### src/rtl/bp_pkg.sv
// Shared branch-predictor types: history width, history word and the
// per-branch snapshot entry held while a prediction is in flight.
package bp_pkg;
  localparam int HIST_W = 12;

  typedef logic [HIST_W-1:0] hist_t;

  typedef struct packed {
    hist_t snap;
    logic  pred;
  } phu_entry_t;

  localparam logic [15:0] MISPRED_CNT_MAX = 16'hFFFF;
endpackage

### src/rtl/phu_snapshot_fifo.sv
// DEPTH-entry FIFO of history snapshots. Flush wins over push and pop;
// occupancy is kept in its own counter so full/empty need no pointer compare.
module phu_snapshot_fifo
  import bp_pkg::*;
#(
  parameter int DEPTH = 8
) (
  input  logic                     i_clk,
  input  logic                     i_rst_n,
  input  logic                     i_push,
  input  phu_entry_t               i_push_data,
  input  logic                     i_pop,
  output phu_entry_t               o_pop_data,
  input  logic                     i_flush,
  output logic                     o_full,
  output logic                     o_empty,
  output logic [$clog2(DEPTH):0]   o_count
);
  localparam int AW = $clog2(DEPTH);

  phu_entry_t          r_mem [DEPTH];
  logic [AW-1:0]       r_rd, r_wr;
  logic [AW:0]         r_cnt;
  logic                w_do_push, w_do_pop;

  assign o_full    = (r_cnt == (AW+1)'(DEPTH));
  assign o_empty   = (r_cnt == '0);
  assign o_count   = r_cnt;
  assign w_do_push = i_push && !o_full && !i_flush;
  assign w_do_pop  = i_pop && !o_empty && !i_flush;
  assign o_pop_data = r_mem[r_rd];

  always_ff @(posedge i_clk or negedge i_rst_n) begin
    if (!i_rst_n) begin
      r_rd  <= '0;
      r_wr  <= '0;
      r_cnt <= '0;
    end else if (i_flush) begin
      r_rd  <= r_wr;
      r_cnt <= '0;
    end else begin
      if (w_do_push) r_wr <= r_wr + 1'b1;
      if (w_do_pop)  r_rd <= r_rd + 1'b1;
      case ({w_do_push, w_do_pop})
        2'b10:   r_cnt <= r_cnt + 1'b1;
        2'b01:   r_cnt <= r_cnt - 1'b1;
        default: r_cnt <= r_cnt;
      endcase
    end
  end

  // Storage carries no reset; stale entries are never read while empty.
  always_ff @(posedge i_clk) begin
    if (w_do_push) r_mem[r_wr] <= i_push_data;
  end
endmodule

### src/rtl/path_history_unit.sv
// Speculative/committed global path history with snapshot-based repair.
// Optional mispredict counter enabled by defining PHU_MISPRED_CNT_EN.
module path_history_unit
  import bp_pkg::*;
#(
  parameter int DEPTH = 8
) (
  input  logic                   i_clk,
  input  logic                   i_rst_n,
  input  logic                   i_predict_valid,
  input  logic                   i_predict_taken,
  output logic                   o_predict_ready,
  input  logic                   i_resolve_valid,
  input  logic                   i_resolve_taken,
  output hist_t                  o_spec_history,
  output hist_t                  o_commit_history,
  output logic [$clog2(DEPTH):0] o_inflight,
  output logic                   o_empty,
`ifdef PHU_MISPRED_CNT_EN
  output logic [15:0]            o_mispred_count,
`endif
  output logic                   o_mispredict
);
  hist_t      r_spec, r_commit;
  logic       r_mispredict;
  phu_entry_t w_head, w_push_data;
  logic       w_full, w_empty, w_pop, w_repair, w_push;

  assign w_pop       = i_resolve_valid && !w_empty;
  assign w_repair    = w_pop && (i_resolve_taken != w_head.pred);
  // A push colliding with a repair is on the wrong path and is discarded.
  assign w_push      = i_predict_valid && !w_full && !w_repair;
  assign w_push_data = '{snap: r_spec, pred: i_predict_taken};

  phu_snapshot_fifo #(.DEPTH(DEPTH)) u_fifo (
    .i_clk       (i_clk),
    .i_rst_n     (i_rst_n),
    .i_push      (w_push),
    .i_push_data (w_push_data),
    .i_pop       (w_pop),
    .o_pop_data  (w_head),
    .i_flush     (w_repair),
    .o_full      (w_full),
    .o_empty     (w_empty),
    .o_count     (o_inflight)
  );

  always_ff @(posedge i_clk or negedge i_rst_n) begin
    if (!i_rst_n) begin
      r_spec       <= '0;
      r_commit     <= '0;
      r_mispredict <= 1'b0;
    end else begin
      if (w_repair)    r_spec <= hist_t'({w_head.snap, i_resolve_taken});
      else if (w_push) r_spec <= hist_t'({r_spec, i_predict_taken});
      if (w_pop)       r_commit <= hist_t'({r_commit, i_resolve_taken});
      r_mispredict <= w_repair;
    end
  end

`ifdef PHU_MISPRED_CNT_EN
  logic [15:0] r_mis_cnt;
  always_ff @(posedge i_clk or negedge i_rst_n) begin
    if (!i_rst_n)                                     r_mis_cnt <= '0;
    else if (w_repair && r_mis_cnt != MISPRED_CNT_MAX) r_mis_cnt <= r_mis_cnt + 16'd1;
  end
  assign o_mispred_count = r_mis_cnt;
`endif

  assign o_predict_ready  = !w_full;
  assign o_spec_history   = r_spec;
  assign o_commit_history = r_commit;
  assign o_empty          = w_empty;
  assign o_mispredict     = r_mispredict;
endmodule

### config.mk
export PLATFORM = sky130hd
export DESIGN_NAME = path_history_unit
export DESIGN_NICKNAME = d
export VERILOG_FILES = /design/src/rtl/bp_pkg.sv /design/src/rtl/phu_snapshot_fifo.sv /design/src/rtl/path_history_unit.sv
export SDC_FILE = /design/constraint.sdc
export NUM_CORES = 1
export LEC_CHECK = 0
export BUFFER_PORTS_ARGS = -buffer_cell sky130_fd_sc_hd__buf_2
export CAP_MARGIN = 0
export CORE_MARGIN = 2
export CORE_UTILIZATION = 30
export CTS_BUF_LIST = sky130_fd_sc_hd__clkbuf_8 sky130_fd_sc_hd__clkbuf_16
export DETAILED_ROUTE_END_ITERATION = 6
export PLACE_DENSITY = 0.55
export SLEW_MARGIN = 20
export SYNTH_ARGS = -nofsm -noshare
export SYNTH_HDL_FRONTEND = slang
export SYNTH_HIERARCHICAL = 1
export SYNTH_SLANG_ARGS = --single-unit
### constraint.sdc
create_clock -name i_clk -period 12.6 [get_ports i_clk]
set_input_delay 2.52 -clock i_clk [delete_from_list [all_inputs] [get_ports i_clk]]
set_output_delay 2.52 -clock i_clk [all_outputs]
set_load 0.02 [all_outputs]
Yosys cells after proc, flatten, opt, wreduce, memory -nomap -nowiden
Memories as Yosys holds them, arrays and structs flattened.
Index checks and enable logic that the tools add are counted.
{"block": "word_totals", "ram_bits": 104, "out_inout_bits": 31, "ff_bits": 35, "memories": 1}
{"memory": "u_fifo.r_mem", "depth": 8, "width": 13, "rd": 1, "rd_clocked_by_memory_dff": 0, "write_ports": 1, "line_no": "phu_snapshot_fifo.sv:21", "text": "phu_entry_t r_mem [DEPTH];"}
{"block": "op_classes", "add_sub_neg": 4, "mux": 8, "reduce_logical": 16, "bitwise_logic": 1, "n_eq_ne": 4}
{"operator": "$mux W12", "n": 2}
{"operator": "$logic_and A1 B1 Y1", "n": 8}
{"operator": "$pmux W4 S2", "n": 1}
{"operator": "$add A3 B1 Y3 const B", "n": 2}
{"operator": "$mux W3", "n": 2}
{"operator": "$add A4 B1 Y4 const B", "n": 1}
{"operator": "$eq A4 B4 Y1 const B", "n": 1}
{"operator": "$logic_not A4 Y1", "n": 1}
{"operator": "$mux W4", "n": 1}
{"operator": "$reduce_bool A2 Y1", "n": 2}
{"operator": "$sub A4 B1 Y4 const B", "n": 1}
{"operator": "$logic_not A1 Y1", "n": 3}
{"operator": "$reduce_bool A3 Y1", "n": 1}
{"operator": "$eq A2 B1 Y1 const B", "n": 1}
{"operator": "$eq A2 B2 Y1 const B", "n": 1}
{"operator": "$mux W1", "n": 2}
{"operator": "$reduce_and A2 Y1", "n": 1}
{"operator": "$ne A1 B1 Y1", "n": 1}
{"operator": "$not A1 Y1", "n": 1}

Depth between registers and ports, before layout
Gate-level depths: netlist (run 1).
{"block": "logic_depth", "ltp_word": 11, "ltp_mapped": 15}

Cells and area by module
Netlist (run 1), hierarchy kept.
{"module": "phu_snapshot_fifo", "area_per_inst_um2": 4710.8, "cells_per_inst": 228, "instances": 1, "seq_area_each_um2": 3373.2}
{"module": "path_history_unit", "area_per_inst_um2": 1197.4, "cells_per_inst": 78, "instances": 1, "seq_area_each_um2": 625.6}

Worst setup path after synthesis (run 1)
No wires, ideal clock.
{"block": "synth_timing", "path_type": "input to register", "start": "in i_resolve_valid", "end": "mem u_fifo/r_mem[0][0] in the netlist's numbering, enable pin", "cell_stages": 8, "setup_slack_ns": 7.130, "required_time_ns": 12.183, "n_path_buf": 2, "arrival_ns": 5.053, "cell_sequence": "nor2b_1 > buf_2 > nand2_1 > buf_4 > and2_1 > nand2b_1 > or2_2 > nor4_1"}
{"block": "synth_via", "elab_chain_len": 8}
{"element": "from (decl)", "line_no": "path_history_unit.sv:13", "text": "input logic i_resolve_valid,"}
{"element": "$logic_and A1 B1 Y1", "line_no": "path_history_unit.sv:29", "text": "assign w_pop = i_resolve_valid && !w_empty;"}
{"element": "$logic_and A1 B1 Y1", "line_no": "path_history_unit.sv:30", "text": "assign w_repair = w_pop && (i_resolve_taken != w_head.pred);"}
{"element": "$logic_not A1 Y1", "line_no": "path_history_unit.sv:32", "text": "assign w_push = i_predict_valid && !w_full && !w_repair;"}
{"element": "$logic_and A1 B1 Y1", "line_no": "path_history_unit.sv:32"}
{"element": "named net w_push", "line_no": "path_history_unit.sv:27", "text": "logic w_full, w_empty, w_pop, w_repair, w_push;"}
{"element": "$logic_and A1 B1 Y1 (2 in series)", "line_no": "phu_snapshot_fifo.sv:29", "text": "assign w_do_push = i_push && !o_full && !i_flush;"}
{"element": "$mux W1", "line_no": "phu_snapshot_fifo.sv:54", "text": "if (w_do_push) r_mem[r_wr] <= i_push_data;"}
{"element": "$mux W1 (not written as such)", "line_no": "phu_snapshot_fifo.sv:54"}
{"element": "to (decl)", "line_no": "phu_snapshot_fifo.sv:21"}
The timed path passes the listed nets, and every way through them passes these cells.

Final worst setup path (run 1)
{"block": "layout_timing", "start": "in i_resolve_valid", "end": "mem u_fifo/r_mem[2][10] in the netlist's numbering, enable pin"}
{"block": "layout_via", "elab_chain_len": 8}
{"element": "$logic_and A1 B1 Y1 *", "line_no": "path_history_unit.sv:29"}
{"element": "$logic_and A1 B1 Y1 *", "line_no": "path_history_unit.sv:30"}
{"element": "named net w_repair", "line_no": "path_history_unit.sv:27"}
{"element": "$logic_not A1 Y1 *", "line_no": "phu_snapshot_fifo.sv:29, path_history_unit.sv:32"}
{"element": "$logic_and A1 B1 Y1", "line_no": "path_history_unit.sv:32"}
{"element": "$logic_and A1 B1 Y1", "line_no": "phu_snapshot_fifo.sv:29"}
{"element": "$logic_and A1 B1 Y1 *", "line_no": "phu_snapshot_fifo.sv:29"}
{"element": "$mux W1 *", "line_no": "phu_snapshot_fifo.sv:54"}
{"element": "$mux W1 (not written as such) *", "line_no": "phu_snapshot_fifo.sv:54"}
Mark *: on every way through the listed nets, which the timed path passes. The rest lies on a longest branch.

==> run summary, run 1 <==
final weighted congestion in routability-driven placement -> 0.719
drt pass-1 iters -> 4
Remaining DRCs -> 0
Logic pwr share -> 32.9%
P_int -> 1.19 mW
initial DRC count -> 250
NumNets Final -> 349
layer with the highest usage after global routing -> met2
RSZ-0062 raised after global routing -> no
number of hold-slack violations in the final timing report -> 0
leakage power figure -> 2.45 nW
Setup Viol. Count Final -> 0
worst ir drop on vdd -> 137 µV
worst-margin pin slew -> 1.07 ns
startpoint type of the worst setup path -> input pin
Max Clk Rate -> 177 MHz
hold path startpoint -> o_commit_history[11]
floorplan core area -> 18500 µm²
floorplan die height -> 141 µm
post-route clock skew -> 0.00793 ns
global-route wire length before repair -> 17300 µm
layout overhead on the synthesized area -> 17.6%
warnings from Yosys -> 6
share of post-route cells with drive strength above 1 -> 38.7%
diodes inserted -> 0
vias in the first global route -> 2984
largest driver fanout on the critical path -> 25
leftover overflow at the end of global routing -> 0
pin count of the biggest net entering global routing -> 36
GR Layer Usage met2 -> 19.3%
slowest library cell on the worst path -> nor3_2
headroom to the max-slew limit -> 28.2%
minimum clock period after layout -> 5.65 ns
horizontal die dimension -> 141 µm
least setup slack across all paths after layout -> 6.95 ns
max-cap viol count -> 0
per-instance average area after synthesis -> 19.0 µm²
final worst-path cycle share -> 44.8%
GRT Overall Usage -> 11.9%
gate count after technology mapping -> 295
Switch Pwr -> 0.586 mW
clock insertion delay at the later pin of the skew report -> 0.41 ns
Cell Rows -> 50
total clock buffers created by CTS -> 17
global-route met3 utilization -> 3.77%
detail-routed via count per cell -> 4.76
count of filler cells inserted in the layout -> 1767
max-slew violations -> 0
run status -> finished clean
Initial Util -> 30.3%
number of primary I/O pins -> 37
number of antenna violations at the first check in global routing -> 0
Clock Root Buffer -> clkbuf_16
endpoint required time on the critical path -> 12.62 ns
launch instance of the worst register-to-register path -> u_fifo/r_rd[0]
via count -> 2785
routed length per instance -> 18.6 µm
Post-CTS Resized -> 0
power per unit of standard cell area -> 270 nW/µm²
critical path start-end classification -> input pin to flip-flop
met1 track utilization from global routing -> 14.7%
worst-case clock buffer depth -> 2
CTS tree -> yes
clock transition at the registers of the reported paths -> 0.05 ns
clock tree sinks -> 131
crit path capture type -> flip-flop
Syn Nets -> 306
worst path bufs/invs -> 3
dpl hpwl -> 6860 µm
Setup Buffers After CTS -> 0
switching share of power -> 33.0%
total length of routed wires -> 10900 µm
most frequent cell on the critical path -> nand2_1
part of the power in the clock network -> 25.5%
CP Launch Point -> i_resolve_valid
data arrival time at the worst-slack endpoint -> 5.67 ns
post-route ant nets -> 0
delay contributed by the slowest stage of the critical path -> 0.86 ns
cell chain of the critical path -> buf_2 > nor2b_2 > buf_4 > nand2_1 > inv_1 > nand2b_1 > a21oi_1 > nand2_1 > nor3_2
die area -> 19800 µm²
Setup Total Neg Slack -> 0 ns
area of the mapped netlist -> 5610 µm²
number of buffers added to fix hold violations after cts -> 0
Register Area -> 3760 µm²
PortBufs -> 36
Min-Delay Path Class -> flip-flop to flip-flop
worst-case setup slack after placement -> 6.47 ns
CTS HTree Levels -> 4
combined area of the multi-input logic cells -> 1770 µm²
fraction of power consumed by sequential logic -> 41.7%
Crit path max-delay family -> simple AND/OR/NAND/NOR gates
worst reg2reg max path: stages, from the launching register on:
cell      delay, ns
dfrtp_1        0.39
buf_4          0.41
mux4_1         0.65
mux2_2         0.32
xor2_1         0.15
nand2_1        0.58
inv_1          0.40
nand2b_1       0.26
a21oi_1        0.33
nand2_1        0.23
nor3_2         0.86
state kept, by name, summed over array words and instances, names as in the netlist:
register          count
o_commit_history     12
o_mispredict          1
o_spec_history       12
u_fifo/o_count        4
u_fifo/r_mem         96
u_fifo/r_rd           3
u_fifo/r_wr           3
worst paths after layout:
path / end / slack (ns) / depth (start not counted)
min in group asynchronous: o_spec_history[8] / 2.21 / 1
setup / recovery: u_fifo/r_mem[2][10] / 6.95 / 9
setup reg to reg: u_fifo/r_mem[2][10] / 7.63 / 10
max in group asynchronous: o_commit_history[10] / 9.82 / 1
hold reg to reg: o_commit_history[11] / 0.51 / 1
hold / removal: o_commit_history[11] / 0.51 / 1
final cells by class:
class	count	share of cell area, %
Sequential cell	131	57.0
Multi-Input combinational cell	146	26.9
Timing Repair Buffer	40	3.19
Clock buffer	18	6.66
Inverter	2	0.114
Tap cell	234	4.44
Clock inverter	14	1.69
stage by stage:
| step | hold slack, ns | area, µm² | util (%) | total power [mW] | cells |
|---|---|---|---|---|---|
| 2_1_floorplan | 0.536 | 5610 | - | 1.17 | 295 |
| 3_3_place_gp | 0.494 | 6020 | 32.5 | 1.33 | 553 |
| 3_5_place_dp | 0.495 | 6020 | 32.5 | 1.34 | 553 |
| 4_1_cts | 0.514 | 6570 | 35.5 | 1.80 | 585 |
| 5_1_grt | 0.533 | 6590 | 35.6 | 1.88 | 585 |
| 6_report | 0.514 | 6590 | 35.6 | 1.78 | 585 |
metal layers:
| layer | vias to the layer above | share of wire [%] |
|---|---|---|
| met4 | 0 | 1.5 |
| met5 | - | 0 |
| met1 | 1453 | 45 |
| li1 | 1257 | - |
| met2 | 61 | 49 |
| met3 | 14 | 4.1 |
cell usage in the layout, fill, tap and decap left out, types with 2 or more instances in the layout:
master,n
edfxtp_1,96
buf_2,36
dfrtp_1,35
mux2_2,33
clkbuf_16,17
mux2_4,16
mux4_1,14
nand2_1,13
inv_1,10
mux4_2,10
mux2i_1,5
nor2_1,5
xor2_1,4
buf_4,4
nand2b_1,4
ha_1,4
nor2_2,3
nor3_4,3
xnor2_1,3
nor2b_2,2
and2_1,2
bufinv_16,2
clkinv_2,2
nor3_2,2
a21oi_1,2
o21ai_0,2
power by group through the flow:
stage	combinational [mW]	sequential [mW]	clock [mW]
global route	0.633	0.764	0.486
floorplan	0.419	0.747	0
global placement	0.578	0.747	0
detailed placement	0.588	0.753	0
finish	0.585	0.741	0.453
CTS	0.590	0.747	0.466
(Power assumes the default switching activity.)
==> run 2: changes to the inputs <==
==> constraint.sdc (replaced) <==
create_clock -name i_clk -period 5.45 [get_ports i_clk]
set_input_delay 1.09 -clock i_clk [delete_from_list [all_inputs] [get_ports i_clk]]
set_output_delay 1.09 -clock i_clk [all_outputs]
set_load 0.02 [all_outputs]
==> run summary, run 2 (synthesized netlist as in run 1, its figures left out) <==
floorplan core area -> 18500 µm² (unchanged)
vias in the first global route -> 3007 (+0.77%)
Min-Delay Path Class -> flip-flop to flip-flop
total design power -> 4.11 mW (+130%)
PortBufs -> 36 (unchanged)
initial DRC count -> 140 (-44%)
worst ir drop on vdd -> 399 µV (+190%)
drt pass-1 iters -> 4 (unchanged)
startpoint type of the worst setup path -> flip-flop
CTS HTree Levels -> 4 (unchanged)
leftover overflow at the end of global routing -> 0 (unchanged)
max-cap viol count -> 0 (unchanged)
commonest non-fill, non-tap cell in the layout -> edfxtp_1
Setup Viol. Count Final -> 0 (unchanged)
die area -> 19800 µm² (unchanged)
number of hold-slack violations in the final timing report -> 0 (unchanged)
clock insertion delay at the later pin of the skew report -> 0.41 ns (about the same)
minimum clock period after layout -> 4.29 ns
global-route wire length before repair -> 17500 µm (+1.1%)
GRT Overall Usage -> 12.2% (+0.35 points)
Setup Buffers After CTS -> 0 (unchanged)
horizontal die dimension -> 141 µm (unchanged)
post-route ant nets -> 0 (unchanged)
Max Clk Rate -> 233 MHz
launch instance of the worst register-to-register path -> u_fifo/r_rd[0]
total length of routed wires -> 11200 µm (+3.4%)
number of antenna violations at the first check in global routing -> 0 (unchanged)
run status -> finished clean
CP Launch Point -> u_fifo/r_rd[0]
RSZ-0062 raised after global routing -> no
diodes inserted -> 0 (unchanged)
count of filler cells inserted in the layout -> 1750 (-0.96%)
pin count of the biggest net entering global routing -> 36 (unchanged)
most frequent cells in the layout -> edfxtp_1 (96), buf_2 (36), dfrtp_1 (35)
register with the most flip-flops -> u_fifo/r_mem
dpl hpwl -> 6630 µm (-3.4%)
total clock buffers created by CTS -> 17 (unchanged)
worst-margin pin slew -> 0.879 ns (-0.193 ns)
routed length per instance -> 18.9 µm (+1.7%)
flip-flop count of the largest register after layout -> 96 (unchanged)
hold path startpoint -> o_commit_history[6]
max-slew violations -> 0 (unchanged)
clock transition at the registers of the reported paths -> 0.05 ns (about the same)
NumNets Final -> 359 (+2.9%)
endpoint required time on the critical path -> 5.78 ns (-6.84 ns)
CTS tree -> yes
number of buffers added to fix hold violations after cts -> 0 (unchanged)
detail-routed via count per cell -> 4.72 (-0.80%)
Clock Root Buffer -> clkbuf_16
clock tree sinks -> 131 (unchanged)
worst-case clock buffer depth -> 2 (unchanged)
final worst-path cycle share -> 78.8%
Setup Total Neg Slack -> 0 ns (unchanged)
post-route clock skew -> 0.00709 ns (-0.000838 ns)
leakage power figure -> 2.50 nW (+2.0%)
via count -> 2810 (+0.90%)
Post-CTS Resized -> 0 (unchanged)
largest driver fanout on the critical path -> 13 (-48%)
Cell Rows -> 50 (unchanged)
headroom to the max-slew limit -> 41.4% (+13 points)
floorplan die height -> 141 µm (unchanged)
Remaining DRCs -> 0 (unchanged)
final weighted congestion in routability-driven placement -> 0.739 (+2.8%)
layout overhead on the synthesized area -> 18.8%
share of post-route cells with drive strength above 1 -> 40.4% (+1.7 points)
power per unit of standard cell area -> 617 nW/µm² (+130%)
crit path capture type -> flip-flop
data arrival time at the worst-slack endpoint -> 4.62 ns (-1.05 ns)
Initial Util -> 30.3% (unchanged)
critical path start-end classification -> flip-flop to flip-flop
number of primary I/O pins -> 37 (unchanged)
[run 2: per-layer routing]
metal	vias up	GRT usage (%)	wire (µm)
met1	1465	15.5	5170
met4	0	4.53	176
met3	14	4.42	514
met2	62	19.3	5380
li1	1269	-	-
met5	-	0	0
[run 2: worst paths after layout]
path,end,slack (ns),cells after the start
setup / recovery,u_fifo/o_count[3],1.16,13
hold / removal,o_commit_history[7],0.52,1
setup reg to reg,u_fifo/o_count[3],1.16,13
hold reg to reg,o_commit_history[7],0.52,1
max in group asynchronous,o_commit_history[11],4.10,1
min in group asynchronous,o_spec_history[8],0.79,1
[run 2: cell type report]
type	instances	area, µm²	share of cell area (%)
flip-flops and latches	131	3760	56.4
multi-input cells	146	1750	26.2
clock buffers	23	531	7.97
well taps	234	293	4.40
repair buffers	50	285	4.28
clock inverters	9	37.5	0.564
inverters	2	7.51	0.113
[run 2: per-stage QoR]
stage	setup slack, ns	hold slack [ns]	util, %	instances	instance area (µm²)
2_1_floorplan	1.33	0.536	-	295	5610
3_3_place_gp	1.34	0.490	32.9	563	6090
3_5_place_dp	1.17	0.511	32.9	563	6090
4_1_cts	1.13	0.526	36.0	595	6660
5_1_grt	0.837	0.536	36.0	595	6660
6_report	1.16	0.518	36.0	595	6660
[run 2: where the power goes]
| part | internal, mW | switching (mW) | total [mW] |
|---|---|---|---|
| Combinational | 0.689 | 0.678 | 1.37 |
| Clock | 0.671 | 0.393 | 1.06 |
| Sequential | 1.41 | 0.264 | 1.68 |
[run 2: worst max-delay path: stages (launching register included)]
cell and delay (ns):
dfrtp_1 0.63, mux4_1 0.60, mux2_2 0.31, xor2_1 0.15, nand2_1 0.07, buf_4 0.22, and2_1 0.25, o31a_1 0.17
nor3_1 0.43, ha_1 0.34, a21o_1 0.18, a21oi_1 0.30, mux2_2 0.38, a31oi_1 0.17
